### config.mk
export PLATFORM = sky130hd
export DESIGN_NAME = sync_fifo
export DESIGN_NICKNAME = d
export VERILOG_FILES = /design/src/rtl/fifo_pkg.sv /design/src/rtl/fifo_ram.sv /design/src/rtl/sync_fifo.sv
export SDC_FILE = /design/constraint.sdc
export NUM_CORES = 1
export LEC_CHECK = 0
export CAP_MARGIN = 10
export CELL_PAD_IN_SITES_DETAIL_PLACEMENT = 1
export CELL_PAD_IN_SITES_GLOBAL_PLACEMENT = 2
export CORE_AREA = 2 2 72 74
export CTS_CLUSTER_SIZE = 30
export DETAILED_ROUTE_END_ITERATION = 8
export DIE_AREA = 0 0 74 76
export DONT_BUFFER_PORTS = 1
export PLACE_DENSITY_LB_ADDON = 0.1
export SLEW_MARGIN = 20
export SYNTH_ARGS = -nofsm -noshare
export SYNTH_HDL_FRONTEND = slang
export SYNTH_SLANG_ARGS = --single-unit
### constraint.sdc
create_clock -name i_clock -period 3.85 [get_ports i_clock]
set_input_delay 1.155 -clock i_clock [delete_from_list [all_inputs] [get_ports i_clock]]
set_output_delay 1.155 -clock i_clock [all_outputs]
set_load 0.02 [all_outputs]
### src/rtl/fifo_pkg.sv
`default_nettype none
// fifo_pkg: read-mode enum and wrap-aware pointer increment shared by the FIFO files.
// Rev 1.0
package fifo_pkg;

   typedef enum logic {
      FIFO_STD  = 1'b0,
      FIFO_FWFT = 1'b1
   } fifo_mode_t;

   // Wraps by explicit compare so non-power-of-two depths stay contiguous.
   function automatic int unsigned ptr_next(input int unsigned ptr, input int unsigned depth);
      if (ptr == depth - 32'd1) begin
         return 32'd0;
      end
      return ptr + 32'd1;
   endfunction

endpackage
`default_nettype wire

### src/rtl/fifo_ram.sv
`default_nettype none
// fifo_ram: DEPTH x DATA_WIDTH register array, synchronous write, asynchronous read.
// Rev 1.0
module fifo_ram #(
   parameter int DATA_WIDTH = 8,
   parameter int DEPTH      = 4,
   localparam int AW        = $clog2(DEPTH)
) (
   input  logic                  clk,
   input  logic                  wr_en,
   input  logic [AW-1:0]         wr_addr,
   input  logic [DATA_WIDTH-1:0] wr_data,
   input  logic [AW-1:0]         rd_addr,
   output logic [DATA_WIDTH-1:0] rd_data
);

   logic [DATA_WIDTH-1:0] mem [DEPTH];

   // Storage is deliberately never reset; flush and reset only move pointers.
   always_ff @(posedge clk) begin
      if (wr_en) begin
         mem[wr_addr] <= wr_data;
      end
   end

   assign rd_data = mem[rd_addr];

endmodule
`default_nettype wire

### src/rtl/sync_fifo.sv
`default_nettype none
// sync_fifo: parametrised single-clock FIFO with standard or FWFT read, count, flags and sticky errors.
// Rev 1.0
module sync_fifo
   import fifo_pkg::*;
#(
   parameter int DATA_WIDTH   = 8,
   parameter int DEPTH        = 4,
   parameter int FWFT         = 0,
   parameter int ALMOST_FULL  = DEPTH - 1,
   parameter int ALMOST_EMPTY = 1,
   localparam int AW          = $clog2(DEPTH),
   localparam int CW          = $clog2(DEPTH + 1)
) (
   input  logic                  i_clock,
   input  logic                  i_reset,
   input  logic                  i_flush,
   input  logic [DATA_WIDTH-1:0] i_wrData,
   input  logic                  i_wrEnable,
   input  logic                  i_rdEnable,
   input  logic                  i_errClear,
   output logic [DATA_WIDTH-1:0] o_rdData,
   output logic                  o_rdValid,
   output logic                  o_canWrite,
   output logic                  o_canRead,
   output logic                  o_almostFull,
   output logic                  o_almostEmpty,
   output logic [CW-1:0]         o_count,
   output logic                  o_overflow,
   output logic                  o_underflow
);

   localparam fifo_mode_t MODE   = (FWFT != 0) ? FIFO_FWFT : FIFO_STD;
   localparam logic [CW-1:0] FULL_COUNT = CW'(DEPTH);
   localparam logic [CW-1:0] AF_LEVEL   = CW'(ALMOST_FULL);
   localparam logic [CW-1:0] AE_LEVEL   = CW'(ALMOST_EMPTY);

   logic [AW-1:0]         wr_addr;
   logic [AW-1:0]         rd_addr;
   logic [CW-1:0]         count;
   logic                  overflow;
   logic                  underflow;
   logic                  rd_acc;
   logic                  wr_acc;
   logic                  wr_do;
   logic                  rd_do;
   logic                  not_empty;
   logic [DATA_WIDTH-1:0] ram_rd_data;

   assign not_empty = (count != '0);
   assign rd_acc    = i_rdEnable & not_empty;
   assign wr_acc    = i_wrEnable & ((count != FULL_COUNT) | rd_acc);
   // Flush wins over any transfer in the same cycle.
   assign wr_do     = wr_acc & ~i_flush;
   assign rd_do     = rd_acc & ~i_flush;

   fifo_ram #(
      .DATA_WIDTH (DATA_WIDTH),
      .DEPTH      (DEPTH)
   ) u_ram (
      .clk     (i_clock),
      .wr_en   (wr_do),
      .wr_addr (wr_addr),
      .wr_data (i_wrData),
      .rd_addr (rd_addr),
      .rd_data (ram_rd_data)
   );

   always_ff @(posedge i_clock or negedge i_reset) begin
      if (!i_reset) begin
         wr_addr <= '0;
         rd_addr <= '0;
         count   <= '0;
      end else if (i_flush) begin
         wr_addr <= '0;
         rd_addr <= '0;
         count   <= '0;
      end else begin
         if (wr_do) begin
            wr_addr <= AW'(ptr_next(32'(wr_addr), unsigned'(DEPTH)));
         end
         if (rd_do) begin
            rd_addr <= AW'(ptr_next(32'(rd_addr), unsigned'(DEPTH)));
         end
         case ({wr_do, rd_do})
            2'b10:   count <= count + 1'b1;
            2'b01:   count <= count - 1'b1;
            default: count <= count;
         endcase
      end
   end

   // A refusal in the same cycle as a clear keeps the flag set.
   always_ff @(posedge i_clock or negedge i_reset) begin
      if (!i_reset) begin
         overflow  <= 1'b0;
         underflow <= 1'b0;
      end else begin
         if (i_wrEnable & ~wr_acc & ~i_flush) begin
            overflow <= 1'b1;
         end else if (i_errClear) begin
            overflow <= 1'b0;
         end
         if (i_rdEnable & ~rd_acc & ~i_flush) begin
            underflow <= 1'b1;
         end else if (i_errClear) begin
            underflow <= 1'b0;
         end
      end
   end

   generate
      if (MODE == FIFO_STD) begin : g_std
         logic [DATA_WIDTH-1:0] rd_data_q;
         logic                  rd_valid_q;

         always_ff @(posedge i_clock or negedge i_reset) begin
            if (!i_reset) begin
               rd_data_q  <= '0;
               rd_valid_q <= 1'b0;
            end else begin
               rd_valid_q <= rd_do;
               if (rd_do) begin
                  rd_data_q <= ram_rd_data;
               end
            end
         end

         assign o_rdData  = rd_data_q;
         assign o_rdValid = rd_valid_q;
      end else begin : g_fwft
         // Head word is masked while empty so reset presents zero, not stale storage.
         assign o_rdData  = not_empty ? ram_rd_data : '0;
         assign o_rdValid = not_empty;
      end
   endgenerate

   assign o_canWrite    = (count != FULL_COUNT);
   assign o_canRead     = not_empty;
   assign o_almostFull  = (count >= AF_LEVEL);
   assign o_almostEmpty = (count <= AE_LEVEL);
   assign o_count       = count;
   assign o_overflow    = overflow;
   assign o_underflow   = underflow;

endmodule
`default_nettype wire

==> Yosys cells after proc, flatten, opt, wreduce, memory -nomap -nowiden <==
Memories as Yosys holds them, arrays and structs flattened. A register that Yosys moved wholly into a read port is not among the register bits.
Cells that the tools add are included.
{ "totals": {"memories": 1, "regBits": 10, "inputBits": 14, "elab_cells": 56, "mem_bits_rw": 32, "out_inout_bits": 18} }
{ "mem_list": {"columns": ["name", "words", "width", "read_ports", "rd_clocked_by_memory_dff", "wr", "line", "rtl"], "rows": [
  ["u_ram.mem", 4, 8, 1, 1, 1, "fifo_ram.sv:17", "logic [DATA_WIDTH-1:0] mem [DEPTH];"]
]} }
{ "classes": {"n_eq_ne": 5, "magnitude_cmp": 2, "bitwise": 12, "n_mux": 19, "reduce_logical": 7, "n_addsub": 4} }
{ "op_table": {"columns": ["cell", "count"], "rows": [
  ["$mux 2", 6],
  ["$mux 1", 11],
  ["$and 1x1->1", 8],
  ["$reduce_bool 2->1", 4],
  ["$eq 2x2->1 const B", 3],
  ["$pmux 3 s2", 1],
  ["$reduce_bool 3->1", 2],
  ["$add 2x1->2 const B", 2],
  ["$add 3x1->3 const B", 1],
  ["$ge 3x2->1 const B", 1],
  ["$le 3x1->1 const B", 1],
  ["$mux 3", 1],
  ["$ne 3x3->1 const B", 1],
  ["$not 1->1", 3],
  ["$sub 3x1->3 const B", 1],
  ["$eq 2x1->1 const B", 1],
  ["$logic_not 1->1", 1],
  ["$or 1x1->1", 1]
]} }

==> Depth between registers and ports, before layout <==
{ "logic_depth": {"depth_word": 10, "ltp_mapped": 7, "depth_no_buf": 6} }

==> Modules after synthesis <==
A second synthesis with hierarchy kept.
{ "hier_totals": {"cells_unflattened": 127, "hier_area_um2": 2137.0} }
{ "modules_own_cells": {"columns": ["mod", "instances", "cells_each", "area_per_inst_um2", "seq_area_each_um2"], "rows": [
  ["fifo_ram", 1, 46, 1188.6, 960.9],
  ["sync_fifo", 1, 81, 948.4, 450.4]
]} }

==> Worst setup path before layout <==
OpenSTA, ideal clock, no wires.
{ "synth_timing": {"path_kind": "register to output", "start": "register count[0], in the netlist o_count[0]", "end": "output port o_canRead", "t_required_ps": 2695, "path_stages_with_launch": 6, "t_arrival_ps": 1320, "path_buffers": 1, "slack_ps": 1375, "cell_sequence": "dfrtp_1 > inv_1 > ha_1 > clkbuf_2 > nor2b_4 > inv_1"} }
{ "synth_via": {"elab_chain_len": 1} }
{ "synth_rtl": {"columns": ["item", "line", "rtl"], "rows": [
  ["from (decl)", "sync_fifo.sv:40", "logic [CW-1:0] count;"],
  ["from (signal assigned)", "sync_fifo.sv:86", "2'b10: count <= count + 1'b1;"],
  ["from (signal assigned)", "sync_fifo.sv:87", "2'b01: count <= count - 1'b1;"],
  ["from (signal assigned)", "sync_fifo.sv:88", "default: count <= count;"],
  ["$reduce_bool 3->1", "sync_fifo.sv:50", "assign not_empty = (count != '0);"],
  ["to (decl)", "sync_fifo.sv:25", "output logic o_canRead,"]
]} }
Every way passes these cells.

==> Worst setup path in the final report <==
Ends and elaborated chain as after synthesis.

==> reports/metrics.yaml <==
clock_network:
  cts_root_buf: "clkbuf_8"
  clk_latency_ps: 300
  hold_buffers: 0
  cts_sinks: 50
  cts_buffers: 5
  cts_setup_buffers: 0
  tritoncts: "yes"
  clk_path_buf_depth: 2
  htreeDepth: 2
  postCtsResizedCells: 0
  clk_pin_slew_ps: 90
timing:
  fmax_ghz: 0.335
  min_period_ps: 2980
  fin_crit_sh_pct: 77.4
  fin_setup_tns_ps: 0
  finalHoldViolations: 0
  rsz0062_at_grt: "false"
  fin_skew_ps: 5.67
  setup_viol: 0
  drv_slew: 0
  worstMarginPinSlew_ps: 648
  max-slew-margin-rel_pct: 56.3
power:
  leakagePower_nw: 0.865
  ir_worst_vdd_mv: 0.342
  power_density_nw_per_um2: 628
synthesis:
  synth_top_family_by_area: "multiplexers"
  synth.top_cell.area_share_pct: 42.9
  synth_common_cells: "edfxtp_1 (32), dfrtp_1 (18), ha_1 (10), inv_1 (10), mux2_2 (9)"
  yosys_warnings: 0
  synthArstFlopShare_pct: 36.0
  yosys.area.top_type: "edfxtp_1"
  synthCells: 144
  yosysSeqAreaShare_pct: 63.0
  synth_ff_type: "edfxtp_1"
  synthTopCellsByArea: "edfxtp_1 (43%), dfrtp_1 (20%), mux4_2 (8.0%)"
  synth_fp_nets: 168
  syn_area_per_cell_um2: 15.6
  synth_most_common_cell: "edfxtp_1"
  synthAdderAreaFrac_pct: 5.59
  yosys-mux-area-fraction_pct: 12.6
  synth-edff-count: 32
  synth-xor-area-share_pct: 0.782
  synth_area_um2: 2240
  synth_seq_cells: 50
  synth_compound_area_share_pct: 5.64
  synthSimpleGateAreaFrac_pct: 8.49
  synthDistinctLibCells: 35
drt:
  num_vias: 1139
  drcViolationCount: 0
  ant_nets: 0
  vias_per_cell: 5.30
  drt_wl_total_um: 4090
  wl_per_cell_um: 19.0
  drtIter0Drc: 55
  firstDrtPassIters: 4
critical_path:
  setup.worst_path.end_class: "primary output"
  path_common_cell: "inv_1"
  worst-setup-path-type: "flip-flop to primary output"
  path_cells: "inv_1 > ha_1 > nor2b_4 > inv_1"
  cp.required_ps: 2690
  cp.arrival_ps: 1830
  cpMaxStageDelayCell: "dfrtp_1"
  crit_fanout: 9
  startpoint_type: "flip-flop"
  max_stage_delay_ps: 500
floorplanning:
  die_x_um: 74
  io_pins: 32
  dieHeight_um: 76
  dieArea_um2: 5620
  rows: 26
  core_area_um2: 4910
  start_util_pct: 45.6
global_routing:
  grt.total_usage_pct: 16.4
  overflow: 0
  grt_pass1_wl_um: 6750
  antenna_found_initial: 0
  grt_max_degree: 19
  grt_pass1_vias: 1288
cells_and_area:
  area_growth_pct: 6.65
  fin_util_pct: 48.6
  fin_nets: 168
  antenna_cells: 0
  drive_above_1_share_pct: 20.0
outcome:
  status: "complete, no violations"
placed_design:
  dp_hpwl_um: 2810
  gp_congestion: 0.729
  numPortBuffers: 0
job:
  cap_violations: 0
worst_hold_path:
  min-delay-path-class: "input pin to asynchronous set/reset pin"
-- layout by cell type, fill, tap and decap left out, types with 2 or more instances in the layout --
master / n
edfxtp_1: 32
dfrtp_1: 18
inv_1: 10
ha_1: 10
mux2_2: 9
mux4_2: 8
a21oi_1: 7
nor2_1: 6
o21ai_0: 5
clkbuf_8: 5
and2_1: 4
or2b_1: 2
nand2b_1: 2
nand3b_1: 2
nand3_1: 2
xnor2_1: 2
o22ai_1: 2
or4_1: 2
-- registers in the layout, indices dropped and copies added (netlist names) --
register	count
o_rdData	8
wr_addr	2
u_ram.mem	32
o_underflow	1
o_count	3
rd_addr	2
o_overflow	1
o_rdValid	1
-- worst max-delay path, delay by kind of cell (launching register included) --
| family | cells | cell delay, ps |
|---|---|---|
| AND/OR/NAND/NOR | 1 | 280 |
| flip-flops | 1 | 500 |
| adder cells (fa/ha/maj) | 1 | 380 |
| buffers and inverters | 2 | 360 |
-- final timing paths --
kind / slack, ps / startpoint / cells past startpoint / endpoint
worst max-delay path: 870 / o_count[0] / 4 / o_canRead
worst min-delay path: 540 / i_reset / 0 / o_rdData[4]
worst max register to register: 1570 / o_count[0] / 5 / u_ram.mem[1][3]
worst min register to register: 600 / wr_addr[1] / 2 / wr_addr[1]
max in group asynchronous: 3240 / i_reset / 0 / wr_addr[0]
min in group i_clock: 600 / wr_addr[1] / 2 / wr_addr[1]
-- final cells by class --
type	instances	area, µm²
fillers	498	2520
well taps	70	87.6
inverters	10	37.5
clock inverters	3	42.5
multi-input cells	77	741
clock buffers	5	68.8
flip-flops and latches	50	1410
-- routing by layer --
layer	up-vias	share of wire (%)	GRT usage, %
met1	584	43	21.3
met4	0	1.3	4.91
li1	532	-	-
met3	5	3.3	4.89
met2	18	52	26.4
met5	-	0	0
-- kinds of logic (layout without fill, tap and decap cells) --
| group | after synthesis | after routing |
|---|---|---|
| buffers and inverters | 17 | 18 |
| and+or+nand+nor | 29 | 29 |
| DFF | 50 | 50 |
| muxes | 17 | 17 |
| adders and majority gates | 10 | 10 |
| xor gates and xnor gates | 2 | 2 |
| AOI/OAI and AO/OA | 19 | 19 |
-- report_power, final --
part | internal (mW) | switching (mW)
clock network | 0.194 | 0.175
logic | 0.163 | 0.166
registers | 0.647 | 0.155
-- metrics by stage --
stage               setup WS, ps  area (µm²)  power, mW  cells  hold WS [ps]
floorplan                   1370        2240       1.09    144           560
global placement            1250        2280       1.14    207           581
detailed placement          1190        2280       1.15    207           594
CTS                          845        2390       1.52    215           525
global route                 730        2390       1.59    215           510
finish                       869        2390       1.50    215           535
Power figures use the tool's default switching activity.
